File: config.mk
export PLATFORM = sky130hd
export DESIGN_NAME = force_pkt_ejector
export DESIGN_NICKNAME = d
export VERILOG_FILES = /design/src/rtl/force_pkt_ejector.sv
export SDC_FILE = /design/constraint.sdc
export NUM_CORES = 1
export LEC_CHECK = 0
export ABC_AREA = 1
export BUFFER_PORTS_ARGS = -buffer_cell sky130_fd_sc_hd__clkbuf_2
export CAP_MARGIN = 25
export CORE_MARGIN = 4
export CORE_UTILIZATION = 55
export CTS_CLUSTER_SIZE = 10
export DETAILED_ROUTE_END_ITERATION = 10
export PLACE_DENSITY_LB_ADDON = 0.05
export SYNTH_ARGS = -nofsm -noshare
export SYNTH_HDL_FRONTEND = slang
export SYNTH_SLANG_ARGS = --single-unit
File: constraint.sdc
create_clock -name clk -period 7.4 [get_ports clk]
set_input_delay 1.11 -clock clk [delete_from_list [all_inputs] [get_ports clk]]
set_output_delay 1.11 -clock clk [all_outputs]
set_load 0.1 [all_outputs]
File: src/rtl/force_pkt_ejector.sv
// -----------------------------------------------------------------------------
// force_pkt_ejector
//
// Receive end of the force-network packet protocol. Each inbound packet_t is
// {dest_id, force_data_t}. When dest_id equals this node's ID, the header is
// stripped and the force_data_t payload is queued for the local force cache.
// Otherwise the whole packet is forwarded unchanged to the next hop through a
// one-entry pass-through register.
//
// Ports:
//   clk            single clock
//   rst_n          asynchronous active-low reset (deassertion synchronized
//                  externally)
//   my_node_id     this node's ID, static after reset
//   in_valid/in_pkt/in_ready          inbound packet handshake
//   out_valid/out_payload/out_ready   local payload (FIFO head) to force cache
//   pass_valid/pass_pkt/pass_ready    forwarded packet to next hop
//   fifo_count     current local queue occupancy (0..FIFO_DEPTH)
//   rx_local_cnt   number of local packets ejected (saturating)
//   rx_pass_cnt    number of packets forwarded (saturating)
//
// Optional feature macro: FORCE_PKT_EJECTOR_STATS_EN
//   Defined   -> 16-bit saturating rx_local_cnt / rx_pass_cnt counters.
//   Undefined -> both counter ports tied to 16'h0, no counter flops.
// -----------------------------------------------------------------------------
module force_pkt_ejector #(
   parameter int NODE_ID_WIDTH = 6,
   parameter int PKT_WIDTH     = 109,
   parameter int PAYLOAD_WIDTH = 103,
   parameter int FIFO_DEPTH    = 4
) (
   input  logic                           clk,
   input  logic                           rst_n,
   input  logic [NODE_ID_WIDTH-1:0]       my_node_id,
   input  logic                           in_valid,
   input  logic [PKT_WIDTH-1:0]           in_pkt,
   output logic                           in_ready,
   output logic                           out_valid,
   output logic [PAYLOAD_WIDTH-1:0]       out_payload,
   input  logic                           out_ready,
   output logic                           pass_valid,
   output logic [PKT_WIDTH-1:0]           pass_pkt,
   input  logic                           pass_ready,
   output logic [$clog2(FIFO_DEPTH):0]    fifo_count,
   output logic [15:0]                    rx_local_cnt,
   output logic [15:0]                    rx_pass_cnt
);

   localparam int AW = $clog2(FIFO_DEPTH);
   localparam int CW = AW + 1;
   localparam logic [CW-1:0] FULL_CNT = CW'(FIFO_DEPTH);

   // Local payload queue
   logic [PAYLOAD_WIDTH-1:0] fifo_mem_q [FIFO_DEPTH];
   logic [AW-1:0]            wr_ptr_q, wr_ptr_d;
   logic [AW-1:0]            rd_ptr_q, rd_ptr_d;
   logic [CW-1:0]            count_q, count_d;

   // Pass-through register
   logic                     pass_valid_q, pass_valid_d;
   logic [PKT_WIDTH-1:0]     pass_pkt_q, pass_pkt_d;

   // Handshake decode
   logic fifo_full;
   logic in_fire;
   logic match;
   logic push;
   logic pass_load;
   logic pop;
   logic pass_fire;

   always_comb begin
      fifo_full = (count_q == FULL_CNT);
      // in_ready depends only on registered state and pass_ready, so there is
      // no combinational path from in_valid/in_pkt back to in_ready.
      in_ready  = !fifo_full && !(pass_valid_q && !pass_ready);
      in_fire   = in_valid && in_ready;
      match     = (in_pkt[PKT_WIDTH-1 -: NODE_ID_WIDTH] == my_node_id);
      push      = in_fire && match;
      pass_load = in_fire && !match;
      pop       = (count_q != '0) && out_ready;
      pass_fire = pass_valid_q && pass_ready;
   end

   // Next-state for queue pointers and occupancy. Pointers wrap naturally
   // because FIFO_DEPTH is a power of two.
   always_comb begin
      wr_ptr_d = wr_ptr_q;
      rd_ptr_d = rd_ptr_q;
      count_d  = count_q;
      if (push) begin
         wr_ptr_d = wr_ptr_q + AW'(1);
      end
      if (pop) begin
         rd_ptr_d = rd_ptr_q + AW'(1);
      end
      case ({push, pop})
         2'b10:   count_d = count_q + CW'(1);
         2'b01:   count_d = count_q - CW'(1);
         default: count_d = count_q;
      endcase
   end

   // Next-state for the pass register. A load in the same cycle as a drain
   // keeps pass_valid high with the new packet.
   always_comb begin
      pass_valid_d = pass_valid_q;
      pass_pkt_d   = pass_pkt_q;
      if (pass_load) begin
         pass_valid_d = 1'b1;
         pass_pkt_d   = in_pkt;
      end else if (pass_fire) begin
         pass_valid_d = 1'b0;
      end
   end

   always_ff @(posedge clk or negedge rst_n) begin
      if (!rst_n) begin
         wr_ptr_q     <= '0;
         rd_ptr_q     <= '0;
         count_q      <= '0;
         pass_valid_q <= 1'b0;
         pass_pkt_q   <= '0;
      end else begin
         wr_ptr_q     <= wr_ptr_d;
         rd_ptr_q     <= rd_ptr_d;
         count_q      <= count_d;
         pass_valid_q <= pass_valid_d;
         pass_pkt_q   <= pass_pkt_d;
      end
   end

   // Queue storage is deliberately left unreset; out_valid masks stale data.
   always_ff @(posedge clk) begin
      if (push) begin
         fifo_mem_q[wr_ptr_q] <= in_pkt[PAYLOAD_WIDTH-1:0];
      end
   end

   assign out_valid   = (count_q != '0);
   assign out_payload = fifo_mem_q[rd_ptr_q];
   assign fifo_count  = count_q;
   assign pass_valid  = pass_valid_q;
   assign pass_pkt    = pass_pkt_q;

`ifdef FORCE_PKT_EJECTOR_STATS_EN
   logic [15:0] rx_local_cnt_q, rx_local_cnt_d;
   logic [15:0] rx_pass_cnt_q,  rx_pass_cnt_d;

   // Saturating event counters
   always_comb begin
      rx_local_cnt_d = rx_local_cnt_q;
      rx_pass_cnt_d  = rx_pass_cnt_q;
      if (push && (rx_local_cnt_q != 16'hFFFF)) begin
         rx_local_cnt_d = rx_local_cnt_q + 16'd1;
      end
      if (pass_load && (rx_pass_cnt_q != 16'hFFFF)) begin
         rx_pass_cnt_d = rx_pass_cnt_q + 16'd1;
      end
   end

   always_ff @(posedge clk or negedge rst_n) begin
      if (!rst_n) begin
         rx_local_cnt_q <= 16'h0;
         rx_pass_cnt_q  <= 16'h0;
      end else begin
         rx_local_cnt_q <= rx_local_cnt_d;
         rx_pass_cnt_q  <= rx_pass_cnt_d;
      end
   end

   assign rx_local_cnt = rx_local_cnt_q;
   assign rx_pass_cnt  = rx_pass_cnt_q;
`else
   assign rx_local_cnt = 16'h0;
   assign rx_pass_cnt  = 16'h0;
`endif

endmodule
==> impl_table.tex <==
\begin{tabular}{lr}
\hline
Metric & Value \\
\hline
\multicolumn{2}{l}{\textbf{Synthesis}} \\
Leading cell types by total area after synthesis & sky130\_fd\_sc\_hd\_\_edfxtp\_1, sky130\_fd\_sc\_hd\_\_dfrtp\_1, sky130\_fd\_sc\_hd\_\_o21ai\_0 \\
Mean Syn Cell Area & roughly 13 um\^{}2 \\
Post-Syn Area & about 20000 um\^{}2 \\
Area fraction in and, or, nand and nor cells after synthesis & between 10\% and 20\% \\
Number of different library cells in the post-synthesis netlist & 24 \\
Arithmetic-cell share of the synthesized area counting full adders, half adders and majority gates & less than 1\% \\
Share of the synthesized area in compound gates (AO/OA/AOI/OAI) & under 10\% \\
Combinational family with the most area after synthesis & simple AND/OR/NAND/NOR gates \\
Area share of the leading cell type in the synthesized netlist & a little over 60\% \\
Synthesized-area fraction occupied by xor and xnor cells & 0.172\% \\
Number of synthesized register bits & between 500 and 600 \\
Number of instances in the synthesized netlist & between 1500 and 2000 \\
Area leader, netlist & sky130\_fd\_sc\_hd\_\_edfxtp\_1 \\
Mux cell area share after synthesis & 0\% \\
Synth warnings & 0 \\
Portion of the post-synthesis area used by sequential elements & between 70\% and 80\% \\
\multicolumn{2}{l}{\textbf{Worst setup path}} \\
Worst setup path startpoint & rd\_ptr\_q[1] \\
End of the worst register-to-register path & fifo\_mem\_q[1][68] \\
Path depth of the worst reg2reg path & 8 \\
Crit path capture type & output pin \\
Startpoint types & flip-flop \\
Worst path required time & $\sim$6300 ps \\
Register-to-register setup slack & around 3700 ps \\
Maximum fanout count along the critical path & 46 \\
Reg2Reg Launch Point & fifo\_count[0] \\
Setup CP Type & flip-flop to output pin \\
Data arrival time of the critical path & between 3000 and 4000 ps \\
\multicolumn{2}{l}{\textbf{CTS}} \\
Clock tree from TritonCTS & yes \\
Cts bufs inserted & between 50 and 60 \\
Buffers inserted by post-CTS timing repair & 0 \\
Resized cells post-CTS & 0 \\
Htree depth & 2 \\
Insertion delay of the later-clocked pin in the worst-skew pair & about 600 ps \\
Clock Tree Buf Depth & 3 \\
Clk pin slew, worst setup/hold paths & around 50 ps \\
Library cell used as clock root buffer & sky130\_fd\_sc\_hd\_\_clkbuf\_16 \\
CTS Sinks & between 500 and 600 \\
Hold buffer count at CTS & 0 \\
\multicolumn{2}{l}{\textbf{Timing}} \\
Final Setup Violations & 0 \\
Slew margin rel. & between 30\% and 40\% \\
Fmax & roughly 220 MHz \\
Setup Total Neg Slack & 0 ps \\
Final period util & between 60\% and 70\% \\
Clock Skews & approximately 14 ps \\
Minimum clock period after layout & around 4500 ps \\
Number of max-slew violations in the final report & 0 \\
Number of failing hold endpoints at the final stage & 0 \\
Unrepaired setup endpoints after global routing & false \\
Worst Tran Pin Value & 1030 ps \\
\multicolumn{2}{l}{\textbf{Die}} \\
Num rows & 70 \\
I/O pin cnt & 370 \\
Die extent in y & approximately 200 um \\
Core ar. & approximately 37000 um\^{}2 \\
Horiz. Die Dim & 200 um \\
Total die area & between 40000 and 50000 um\^{}2 \\
Effective utilization at floorplan & between 50 and 60\% \\
\multicolumn{2}{l}{\textbf{Routing}} \\
DRT iter0 DRCs & approximately 760 \\
Via density per instance & 5.51 \\
WL/cell & approximately 20 um \\
DRT antenna net count & 0 \\
DRC violation count after routing & 0 \\
First-pass iteration count of the detailed router & 5 \\
Vias & 13400 \\
Detailed Route WL & 48500 um \\
\multicolumn{2}{l}{\textbf{Min path}} \\
Worst Hold Class & flip-flop to flip-flop \\
Hold-critical path depth & 2 \\
Hold EP & pass\_pkt[20] \\
Hold Path Origin & pass\_pkt[20] \\
\multicolumn{2}{l}{\textbf{Global route}} \\
Pin count of the biggest net entering global routing & around 150 \\
Overflow after GRT & 0 \\
Number of global-route vias before repair & 12900 \\
Total GRT Usage & 23.8\% \\
Global-route wire length before repair & roughly 76000 um \\
Initial antenna violation count & 1 \\
\multicolumn{2}{l}{\textbf{Layout}} \\
Total Nets Final & 2037 \\
Layout filler cell count & between 2000 and 3000 \\
Fraction of layout cells with a size suffix above 1 & 22.1\% \\
Area added between synthesis and finish & 17.6\% \\
Antenna cell count & 0 \\
Area of the multi-input gates & between 4000 and 5000 um\^{}2 \\
Combined flip-flop and latch cell area & about 15000 um\^{}2 \\
\multicolumn{2}{l}{\textbf{Placement}} \\
Gp weighted congestion & between 0.7 and 0.8 \\
\# port buffers & 337 \\
Post-DP HPWL & roughly 28000 um \\
\multicolumn{2}{l}{\textbf{Status}} \\
Run status & completed \\
\multicolumn{2}{l}{\textbf{Flow run}} \\
Maximum capacitance violations & 0 \\
\hline
\end{tabular}
cell usage after synthesis:
cell type and n:
sky130_fd_sc_hd__a21oi_1 1, sky130_fd_sc_hd__buf_1 1, sky130_fd_sc_hd__buf_2 24, sky130_fd_sc_hd__buf_4 50, sky130_fd_sc_hd__buf_6 3, sky130_fd_sc_hd__clkbuf_1 54, sky130_fd_sc_hd__clkbuf_2 3, sky130_fd_sc_hd__conb_1 1
sky130_fd_sc_hd__dfrtp_1 117, sky130_fd_sc_hd__edfxtp_1 412, sky130_fd_sc_hd__fa_1 1, sky130_fd_sc_hd__ha_1 5, sky130_fd_sc_hd__inv_1 25, sky130_fd_sc_hd__inv_2 4, sky130_fd_sc_hd__nand2_1 249, sky130_fd_sc_hd__nand3_1 111
sky130_fd_sc_hd__nand3_2 1, sky130_fd_sc_hd__nand4_1 3, sky130_fd_sc_hd__nor2_1 217, sky130_fd_sc_hd__nor2_2 3, sky130_fd_sc_hd__o21ai_0 208, sky130_fd_sc_hd__o22ai_1 103, sky130_fd_sc_hd__xnor2_1 2, sky130_fd_sc_hd__xor2_1 2
through the flow:
step	hold slack [ps]	cells	setup WS, ps	area, um^2	utilization, %
final	464	2429	2930	23900	65.4
after global routing	488	2429	2700	23900	65.4
after CTS	472	2428	2540	23900	65.4
after detailed placement	458	2317	2970	22200	60.7
after global placement	453	2317	3000	22200	60.7
after floorplan	492	1631	793	20400	-
sequential cells by signal, indices dropped and copies added, names as in the netlist:
name / count
fifo_count: 3
fifo_mem_q: 412
pass_pkt: 109
pass_valid: 1
rd_ptr_q: 2
wr_ptr_q: 2
cell families (layout without fill, tap and decap cells):
family / Yosys count / count (layout)
AOI/OAI and AO/OA: 312 / 312
xor gates and xnor gates: 4 / 4
adders and majority gates: 6 / 6
buffers and inverters: 164 / 494
DFF: 529 / 529
other: 1 / 32
and+or+nand+nor: 584 / 584
worst max-delay path by stage:
stage	end	slack, ps	depth (start not counted)
floorplan	fifo_mem_q[0][0]	790	6
global placement	fifo_mem_q[3][65]	3000	9
detailed placement	fifo_mem_q[3][69]	2970	9
CTS	out_payload[71]	2540	5
global route	out_payload[14]	2700	5
finish	out_payload[14]	2930	5
critical path, stage by stage (launching register included):
cell	delay [ps]
sky130_fd_sc_hd__dfrtp_4	700
sky130_fd_sc_hd__inv_2	490
sky130_fd_sc_hd__buf_4	520
sky130_fd_sc_hd__o21ai_0	190
sky130_fd_sc_hd__o22ai_1	320
sky130_fd_sc_hd__clkbuf_2	530
routing by layer:
layer	up-vias	GRT usage, %	part of all wire, %
li1	6255	-	-
met1	6649	32.8	42
met2	412	38.8	49
met3	76	5.70	6.9
met4	2	6.10	2.2
met5	-	0	0.027
cell type report:
| cell class | instances | area share [%] |
|---|---|---|
| Sequential cell | 529 | 64.0 |
| Clock buffer | 107 | 6.93 |
| Tap cell | 468 | 2.45 |
| Inverter | 29 | 0.476 |
| Timing Repair Buffer | 354 | 7.84 |
| Clock inverter | 4 | 0.147 |
| Multi-Input combinational cell | 938 | 18.1 |
cell usage in the layout (no fill, tap or decap), types with 4 or more instances in the layout:
master / n
sky130_fd_sc_hd__edfxtp_1: 412
sky130_fd_sc_hd__clkbuf_2: 336
sky130_fd_sc_hd__nand2_1: 248
sky130_fd_sc_hd__nor2_1: 213
sky130_fd_sc_hd__o21ai_0: 208
sky130_fd_sc_hd__dfrtp_1: 115
sky130_fd_sc_hd__nand3_1: 111
sky130_fd_sc_hd__o22ai_1: 103
sky130_fd_sc_hd__clkbuf_16: 59
sky130_fd_sc_hd__clkbuf_1: 48
sky130_fd_sc_hd__conb_1: 32
sky130_fd_sc_hd__inv_1: 24
sky130_fd_sc_hd__buf_4: 14
sky130_fd_sc_hd__inv_6: 5
sky130_fd_sc_hd__nor2_4: 5
sky130_fd_sc_hd__ha_1: 5
sky130_fd_sc_hd__inv_2: 4
Power is left out: the tool's default activity adds up to more than one toggle a clock period on the data nets, which glitch-free logic cannot reach.
